File: config.mk
export PLATFORM = sky130hd
export DESIGN_NAME = alu_result_buffer
export DESIGN_NICKNAME = d
export VERILOG_FILES = /design/src/rtl/alu_result_buffer.sv
export SDC_FILE = /design/constraint.sdc
export NUM_CORES = 1
export LEC_CHECK = 0
export ABC_CLOCK_PERIOD_IN_PS = 1500
export CAP_MARGIN = 20
export CORE_MARGIN = 2
export CORE_UTILIZATION = 40
export DETAILED_ROUTE_END_ITERATION = 8
export PLACE_DENSITY_LB_ADDON = 0.08
export SLEW_MARGIN = 25
export SYNTH_ARGS = -nofsm -noshare
export SYNTH_HDL_FRONTEND = slang
export SYNTH_SLANG_ARGS = --single-unit
File: constraint.sdc
create_clock -name clock -period 1.5 [get_ports clock]
set_input_delay 0.15 -clock clock [delete_from_list [all_inputs] [get_ports clock]]
set_output_delay 0.15 -clock clock [all_outputs]
set_load 0.005 [all_outputs]
File: src/rtl/alu_result_buffer.sv
// alu_result_buffer: 2-entry skid buffer between the ALU and writeback.
// Ports: clock, reset_n (async active-low), flush; upstream in_valid/in_ready
// with in_result, in_ovf, in_rd, in_op; downstream out_valid/out_ready with
// out_data, out_rd, out_we, out_exc; ovf_count counts exceptions delivered.
// Macro ALU_OVF_EXC_EN turns overflowing add/addi/sub results into
// exception entries (rd 30, data = op code) and enables ovf_count.
`timescale 1ns/1ps
module alu_result_buffer (
  input  logic        clock,
  input  logic        reset_n,
  input  logic        flush,
  input  logic        in_valid,
  output logic        in_ready,
  input  logic [31:0] in_result,
  input  logic        in_ovf,
  input  logic [4:0]  in_rd,
  input  logic [1:0]  in_op,
  output logic        out_valid,
  input  logic        out_ready,
  output logic [31:0] out_data,
  output logic [4:0]  out_rd,
  output logic        out_we,
  output logic        out_exc,
  output logic [7:0]  ovf_count
);
  logic [38:0] head_q, skid_q, new_e;
  logic        head_v, skid_v, push, pop, n_exc;
  logic [31:0] n_data;
  logic [4:0]  n_rd;
`ifdef ALU_OVF_EXC_EN
  logic [7:0] cnt_q;
  assign n_exc  = in_ovf && in_op != 2'b00;
  assign n_rd   = n_exc ? 5'd30 : in_rd;
  assign n_data = n_exc ? {30'd0, in_op} : in_result;
  always_ff @(posedge clock or negedge reset_n)
    if (!reset_n) cnt_q <= 8'd0;
    else if (!flush && pop && head_q[38] && cnt_q != 8'hff) cnt_q <= cnt_q + 8'd1;
  assign ovf_count = cnt_q;
`else
  logic unused_ovf;
  assign unused_ovf = ^{in_ovf, in_op};
  assign n_exc      = 1'b0;
  assign n_rd       = in_rd;
  assign n_data     = in_result;
  assign ovf_count  = 8'd0;
`endif
  // entry layout: {exc, we, rd, data}; we is resolved at capture
  assign new_e = {n_exc, (n_rd != 5'd0) || n_exc, n_rd, n_data};
  assign push  = in_valid && in_ready;
  assign pop   = head_v && out_ready;
  always_ff @(posedge clock or negedge reset_n)
    if (!reset_n) begin
      head_v <= 1'b0;
      skid_v <= 1'b0;
      head_q <= '0;
      skid_q <= '0;
    end else if (flush) begin
      head_v <= 1'b0;
      skid_v <= 1'b0;
    end else if (pop && skid_v) begin
      head_q <= skid_q;
      skid_v <= 1'b0;
    end else if (push && (pop || !head_v)) begin
      head_q <= new_e;
      head_v <= 1'b1;
    end else if (push) begin
      skid_q <= new_e;
      skid_v <= 1'b1;
    end else if (pop) begin
      head_v <= 1'b0;
    end
  // push is only possible with the skid empty, so the skid->head move never races a push
  assign in_ready  = !skid_v;
  assign out_valid = head_v;
  assign {out_exc, out_we, out_rd, out_data} = head_q;
endmodule
# Word-level counts from Yosys, hierarchy flattened
# Cells that the tools add are included.
# op_classes
eq_ne,3
n_mux,11
n_bitwise,3
n_reduce_logical,15
# ops
operator,n
39-bit 2-to-1 mux,2
1-bit 2-to-1 mux,9
3-bit nonzero test,2
5-bit nonzero test,1
1-bit logical AND,4
2-bit AND reduction,2
4-bit AND reduction,1
3-bit by 2-bit != test with 1-bit output (second input constant),1
3-bit != test (second input constant),1
1-bit inverter,3
3-bit AND reduction,1
1-bit logical NOT,2
2-bit != test (second input constant),1
2-bit nonzero test,1
1-bit logical OR,1
# totals
regBits,79
in_bits,45
out_inout_bits,49

# Longest topological paths before layout
# Gate-level depths: netlist (run 1).
# logic_depth
word_depth,6
ltp_mapped,5
ltp_nobuf,3

# Worst setup path after synthesis (run 1)
# OpenSTA, ideal clock, no wires.
# synth_timing
path_kind,reg-to-reg
start,register skid_v
end,register skid_q[0]
setup_ns,0.125
t_arrival_ns,1.513
t_required_ns,1.375
setup_slack_ns,-0.138
stages_incl_launch_ff,6
path_buffers,2
period_less_slack_ns,1.638
path_cell_list,dfrtp_1 nand2b_4 nor4b_2 buf_2 buf_6 mux2_2
# synth_between
elab_chain_cells,5
elab_cells_between_ends,7
classes_between,2 x bitwise; 5 x reduce/logical
# synth_rtl
element,line,source
"start, declared",27,"logic head_v, skid_v, push, pop, n_exc;"
"start signal, assigned",54,skid_v <= 1'b0;
"start signal, assigned",59,skid_v <= 1'b0;
"start signal, assigned",62,skid_v <= 1'b0;
1-bit logical NOT,73,assign in_ready = !skid_v;
1-bit logical AND,49,assign push = in_valid && in_ready;
1-bit logical AND,63,end else if (push && (pop || !head_v)) begin
1-bit inverter (no source line),-,
4-bit AND reduction (no source line) *,-,
"end signal, assigned",67,skid_q <= new_e;
"end, declared",26,"logic [38:0] head_q, skid_q, new_e;"
# Every way passes the cells marked *; elsewhere a longest branch is shown, timed or not.
# A chain may end at the register's enable or synchronous reset.

# Worst setup path after layout (run 1)
# layout_timing
start,register skid_v
end,register head_q[37]
# layout_between
elab_chain_cells,5
elab_cells_between_ends,7
classes_between,1 x mux; 6 x reduce/logical
# layout_rtl
element,line,source
1-bit logical NOT,73,
1-bit logical AND,49,
1-bit logical AND,63,
2-bit nonzero test (no source line),-,
2-bit AND reduction (no source line),-,
"end signal, assigned",61,head_q <= skid_q;
"end signal, assigned",64,head_q <= new_e;
"end, declared",26,
# Several ways; a longest one is shown, not always the timed one.

==> impl_metrics.json, run 1 <==
{
  "drc": 0,
  "antenna_cells": 0,
  "final-seq-area_mm2": 0.00195,
  "multi_input_area_mm2": 0.00179,
  "hold_viol": 0,
  "yosysUniqueCellTypes": 21,
  "wl_per_cell_um": 17.9,
  "fill_cells": 699,
  "synth_edf_count": 0,
  "cap_violations": 0,
  "detailedPlace.worstSlack_ns": -0.380,
  "ant_nets": 0,
  "synth.most_common_cell": "mux2_2",
  "cp.required_ns": 1.73,
  "dpl_cell_area_mm2": 0.00460,
  "drt_iter0_drc": 74,
  "cts_buffers": 9,
  "postLayoutCellArea_mm2": 0.00530,
  "antenna_found_initial": 0,
  "hold_path.class": "input pin to async pin",
  "first_pass_iters": 4,
  "drive_gt1_share_pct": 47.2,
  "pin_count": 94,
  "setup_ws_ns": -0.149,
  "p_leak_nw": 2.41,
  "yosysTopAreaCell": "dfrtp_1",
  "path_max_fanout": 7,
  "root_buffer": "clkbuf_8",
  "slew_viol_final": 0,
  "nNetsFinal": 381,
  "synthTopCellsByCount": "mux2_2 (92), dfrtp_1 (78), mux2_4 (20)",
  "area_delta_synth_final_pct": 47.7,
  "grt_pass1_wl_um": 11700,
  "cp-end-kind": "flip-flop",
  "max_freq_mhz": 606,
  "vias": 2220,
  "dp_hpwl_um": 4690,
  "die_y_um": 98.7,
  "ys_warn_count": 0,
  "clockBufferDepth": 2,
  "synth_top_area_share_pct": 54.4,
  "synth-seq-cells": 78,
  "synth.avg_cell_area_um2": 15.7,
  "cts_tree": "done",
  "gp_routability_congestion": 0.784,
  "chipWidth_um": 98.7,
  "io_buffer_count": 81,
  "post-route-util_pct": 60.8,
  "start_util_pct": 41.1,
  "rsz0062_at_grt": "yes",
  "row_count": 34,
  "grt_use_total_pct": 15.3,
  "ir_drop_v": 0.000551,
  "critPathLaunchType": "flip-flop",
  "crit_type": "flip-flop to flip-flop",
  "vias_per_cell": 4.94,
  "worst_clock_skew_ns": 0.00864,
  "syn-cell-area_mm2": 0.00359,
  "htreeDepth": 3,
  "min_period_ns": 1.65,
  "cts_sinks": 78,
  "status": "complete, but fails checks",
  "synth_ff_type": "dfrtp_1",
  "syn_inst": 229,
  "core_mm2": 0.00872,
  "path_clk_slew_ns": 0.09,
  "grt_overflow_total": 0,
  "period_share_pct": 110,
  "r2r.worst_path.cells": 5,
  "violations": "setup timing",
  "die_area_mm2": 0.00974,
  "setup_viol": 76,
  "async_reset_ff_share_pct": 100,
  "p_per_area_mw_per_mm2": 1170,
  "grt_pass1_vias": 2305,
  "wirelength_um": 8050,
  "ys_seq_area_share_pct": 54.4,
  "grt_max_degree": 40,
  "crit_arrival_ns": 1.88,
  "clk_latency_ns": 0.34,
  "synth_area_leaders": "dfrtp_1 (54%), mux2_2 (29%), mux2_4 (8.4%)"
}
critical path, cell delays in order (launching register included):
cell and delay, ns:
dfrtp_1 0.41, nand2b_4 0.18, a221oi_4 0.25, buf_6 0.21
clkbuf_16 0.18, mux2_4 0.29
metrics by stage:
stage	hold slack (ns)	TNS [ns]	std cells	power, mW
2_1_floorplan	-0.146	-3.51	237	3.51
3_3_place_gp	0.0576	-25.90	420	4.23
3_5_place_dp	0.0581	-26.74	420	4.28
4_1_cts	0.235	-8.37	440	5.92
5_1_grt	0.229	-10.22	449	6.58
6_report	0.225	-8.33	449	6.23
flip-flops by register name (all words and copies together) (netlist names):
| signal | flops |
|---|---|
| head_q | 38 |
| out_valid | 1 |
| skid_q | 38 |
| skid_v | 1 |
final timing paths:
path / from / endpoint / slack (ns)
max: skid_v / head_q[37] / -0.15
min: reset_n / head_q[29] / 0.23
max reg2reg: skid_v / head_q[37] / -0.15
min reg2reg: skid_q[37] / skid_q[37] / 0.51
max in group asynchronous: reset_n / head_q[26] / 0.69
min in group clock: in_result[10] / skid_q[10] / 0.44
routing by layer:
metal / GRT usage (%) / share of wire (%)
met3: 4.82 / 5.0
met4: 6.43 / 2.0
met5: 0 / 0
met2: 22.9 / 45
met1: 20.5 / 48
power breakdown:
part	internal, mW	switching, mW
combinational	1.28	0.442
sequential	2.61	0.288
clock	0.826	0.783
cells by family after synthesis:
kind of cell / count (synthesis) / synth area share, %
AND/OR/NAND/NOR: 8 / 1.67
flip-flops: 78 / 54.4
AO/OA/AOI/OAI: 6 / 1.22
multiplexers: 113 / 37.6
other: 1 / 0.105
buffers and inverters: 23 / 5.06
area by class of cell:
type | count | share of cell area, %
sequential | 78 | 36.8
tap | 108 | 2.55
clock inverter | 4 | 1.04
clock buffer | 12 | 2.74
inverter | 2 | 0.142
multi-input combinational | 136 | 33.8
timing repair buffer | 109 | 22.9
timing repair:
item / in CTS / in global routing
buffers inserted: 2 / 2
hold endpoints to repair: 17 / 0
setup endpoints to repair: 78 / 76
gates resized for setup: 8 / 85
hold buffers: 1 / 0
pin swaps: 0 / 1
gates cloned: 1 / 7
cell usage in the layout (no fill, tap or decap):
cell	synthesis	final
clkbuf_16	0	4
clkinv_4	0	1
a21oi_1	2	2
a211oi_1	1	1
nand3_2	0	1
mux2_4	20	94
buf_6	7	6
dfrtp_1	78	77
dlygate4sd3_1	0	1
a221oi_4	0	1
buf_4	10	9
dfrtp_2	0	1
clkdlybuf4s15_1	0	1
clkinvlp_4	0	1
nand2_2	0	1
clkbuf_1	0	2
nor3_1	1	1
nand2b_4	1	1
clkdlybuf4s50_1	0	78
and4b_1	1	1
nor4b_4	0	1
mux2_2	92	19
buf_12	0	7
o21ai_0	1	1
bufinv_16	0	1
conb_1	1	9
nor2_1	1	1
inv_6	0	1
nand2_1	2	1
clkbuf_8	0	10
inv_1	2	2
dlygate4sd2_1	0	1
buf_8	0	2
a31oi_1	1	1
(Power assumes the default switching activity.)
==> run 2, diff against run 1 <==
--- a/config.mk
+++ b/config.mk
@@ -11,7 +11,7 @@
 export CORE_UTILIZATION = 40
 export DETAILED_ROUTE_END_ITERATION = 8
 export PLACE_DENSITY_LB_ADDON = 0.08
-export SLEW_MARGIN = 25
+export SLEW_MARGIN = 15
 export SYNTH_ARGS = -nofsm -noshare
 export SYNTH_HDL_FRONTEND = slang
 export SYNTH_SLANG_ARGS = --single-unit
==> results of run 2 <==
Same layout as run 1: the final DEF is identical, and so are final timing and power.
==> run 3, diff against run 2 <==
--- a/config.mk
+++ b/config.mk
@@ -8,10 +8,12 @@
 export ABC_CLOCK_PERIOD_IN_PS = 1500
 export CAP_MARGIN = 20
 export CORE_MARGIN = 2
-export CORE_UTILIZATION = 40
+export CORE_UTILIZATION = 44
+export CTS_CLUSTER_DIAMETER = 60
 export DETAILED_ROUTE_END_ITERATION = 8
 export PLACE_DENSITY_LB_ADDON = 0.08
 export SLEW_MARGIN = 15
 export SYNTH_ARGS = -nofsm -noshare
 export SYNTH_HDL_FRONTEND = slang
 export SYNTH_SLANG_ARGS = --single-unit
+export TNS_END_PERCENT = 20
==> run 3 against run 2 <==
The run still ends with setup timing left. Clock power grew 21%. Sequential share of layout area grew 1.9 points. Sequential cell count is the same. Die area shrank 8.7%. Highest routed layer unchanged. Final cell count shrank 2.7%. Non-clock buffer count shrank 6.
==> impl_metrics.json, run 3 (synthesis gave the netlist of run 1 again) <==
{
  "status": "complete, but fails checks",
  "violations": "setup timing",
  "antenna_cells": 0,
  "crit_arrival_ns": 1.88,
  "grt_use_total_pct": 16.9,
  "worst_clock_skew_ns": 0.00908,
  "drive_gt1_share_pct": 46.6,
  "wirelength_um": 6990,
  "crit_type": "flip-flop to flip-flop",
  "max_freq_mhz": 605,
  "final-seq-area_mm2": 0.00195,
  "dp_cells": 417,
  "drc": 0,
  "fin_cells": 437,
  "die_area_mm2": 0.00889,
  "cp-end-kind": "flip-flop",
  "r2r_start": "skid_v",
  "nNetsFinal": 375,
  "ant_nets": 0,
  "clockBufferDepth": 2,
  "io_buffer_count": 81,
  "area_delta_synth_final_pct": 40.7,
  "slew_viol_final": 0,
  "cts_tree": "done",
  "grt_pass1_wl_um": 11400,
  "layout_commonest_cell": "clkdlybuf4s50_1",
  "first_pass_iters": 3,
  "p_total_mw": 6.31,
  "reg2reg_slack_ns": -0.15,
  "path_cells": "nand2b_4 -> a221oi_4 -> buf_12 -> mux2_2",
  "hold_viol": 0,
  "row_count": 32,
  "p_leak_nw": 2.22,
  "core_mm2": 0.00781,
  "critPathTopFamily": "flip-flops",
  "reg_top3": "head_q (38), skid_q (38)",
  "start_util_pct": 46.0,
  "setup_ws_ns": -0.154,
  "tns_ns": -9.13,
  "path_clk_slew_ns": 0.08,
  "vias": 2160,
  "htreeDepth": 3,
  "dp_hpwl_um": 4770,
  "vias_per_cell": 4.94,
  "critPathLaunchType": "flip-flop",
  "crit_slowest_cell": "dfrtp_2",
  "cap_violations": 0,
  "p_per_area_mw_per_mm2": 1250,
  "r2r.worst_path.cells": 4,
  "min_period_ns": 1.65,
  "pin_count": 94,
  "path_max_fanout": 27,
  "multi_input_area_mm2": 0.00163,
  "detailedPlace.worstSlack_ns": -0.393,
  "gp_routability_congestion": 0.703,
  "root_buffer": "clkbuf_8",
  "chipWidth_um": 94.3,
  "rsz0062_at_grt": "yes",
  "cp.required_ns": 1.72,
  "layout_common_cells": "clkdlybuf4s50_1 (78), dfrtp_1 (76), mux2_2 (62), mux2_4 (50)",
  "worst-path-buf-inv": 1,
  "period_share_pct": 110,
  "fill_cells": 616,
  "grt_overflow_total": 0,
  "die_y_um": 94.3,
  "post-route-util_pct": 64.7,
  "ir_drop_v": 0.000695,
  "hold_path.class": "input pin to async pin",
  "cts_buffers": 9,
  "cts_sinks": 78,
  "drt_iter0_drc": 54,
  "startpoint": "skid_v",
  "grt_max_degree": 29,
  "setup_viol": 76,
  "antenna_found_initial": 0,
  "clk_latency_ns": 0.34,
  "wl_per_cell_um": 16.0,
  "critPathMaxStageDelay_ns": 0.44,
  "grt_pass1_vias": 2319,
  "r2r_end": "head_q[3]"
}
[run 3: cell types whose count changed in the layout (fill, tap and decap cells not counted), moves of 4 or more]
cell,change
buf_6,-4
clkbuf_16,-4
mux2_2,+43
mux2_4,-44
[run 3: metal layers]
layer | vias up | global-route usage [%] | wire, um
li1 | 1006 | - | -
met1 | 1089 | 22.9 | 3260
met2 | 54 | 26.0 | 3250
met3 | 11 | 4.17 | 379
met4 | 0 | 7.25 | 105
met5 | - | 0 | 0
[run 3: final cells by class]
class | instances | area share, %
multi-input combinational | 136 | 32.3
sequential | 78 | 38.7
timing repair buffer | 103 | 21.3
clock inverter | 5 | 2.08
clock buffer | 11 | 3.00
inverter | 2 | 0.149
tap | 102 | 2.53
[run 3: worst max-delay path by stage]
stage / endpoint / depth (start not counted)
floorplan: skid_q[0] / 5
global route: skid_q[3] / 5
CTS: head_q[29] / 4
global placement: skid_q[26] / 5
finish: head_q[3] / 4
detailed placement: skid_q[9] / 5
[run 3: timing repair]
| action | CTS | global route |
|---|---|---|
| gates resized for setup | 27 | 18 |
| endpoints found under the hold margin | 26 | 0 |
| pin swaps | 1 | 1 |
| hold buffers | 1 | 0 |
| endpoints found under the setup margin | 78 | 76 |
| buffers inserted | 3 | 0 |
[run 3: power by group]
| part | switching, mW | internal, mW | total, mW |
|---|---|---|---|
| Clock | 0.753 | 1.20 | 1.95 |
| Sequential | 0.266 | 2.61 | 2.87 |
| Combinational | 0.396 | 1.09 | 1.48 |
| Total | 1.41 | 4.89 | 6.31 |
[run 3: worst reg2reg max path: stages, from the launching register on]
cell and delay (ns):
dfrtp_2 0.44, nand2b_4 0.18, a221oi_4 0.30, buf_12 0.25, mux2_2 0.36
[run 3: metrics by stage]
step	hold slack [ns]	area (um^2)
floorplan	-0.146	3620
global placement	0.111	4600
detailed placement	0.110	4600
CTS	0.269	4980
global route	0.306	5050
finish	0.276	5050
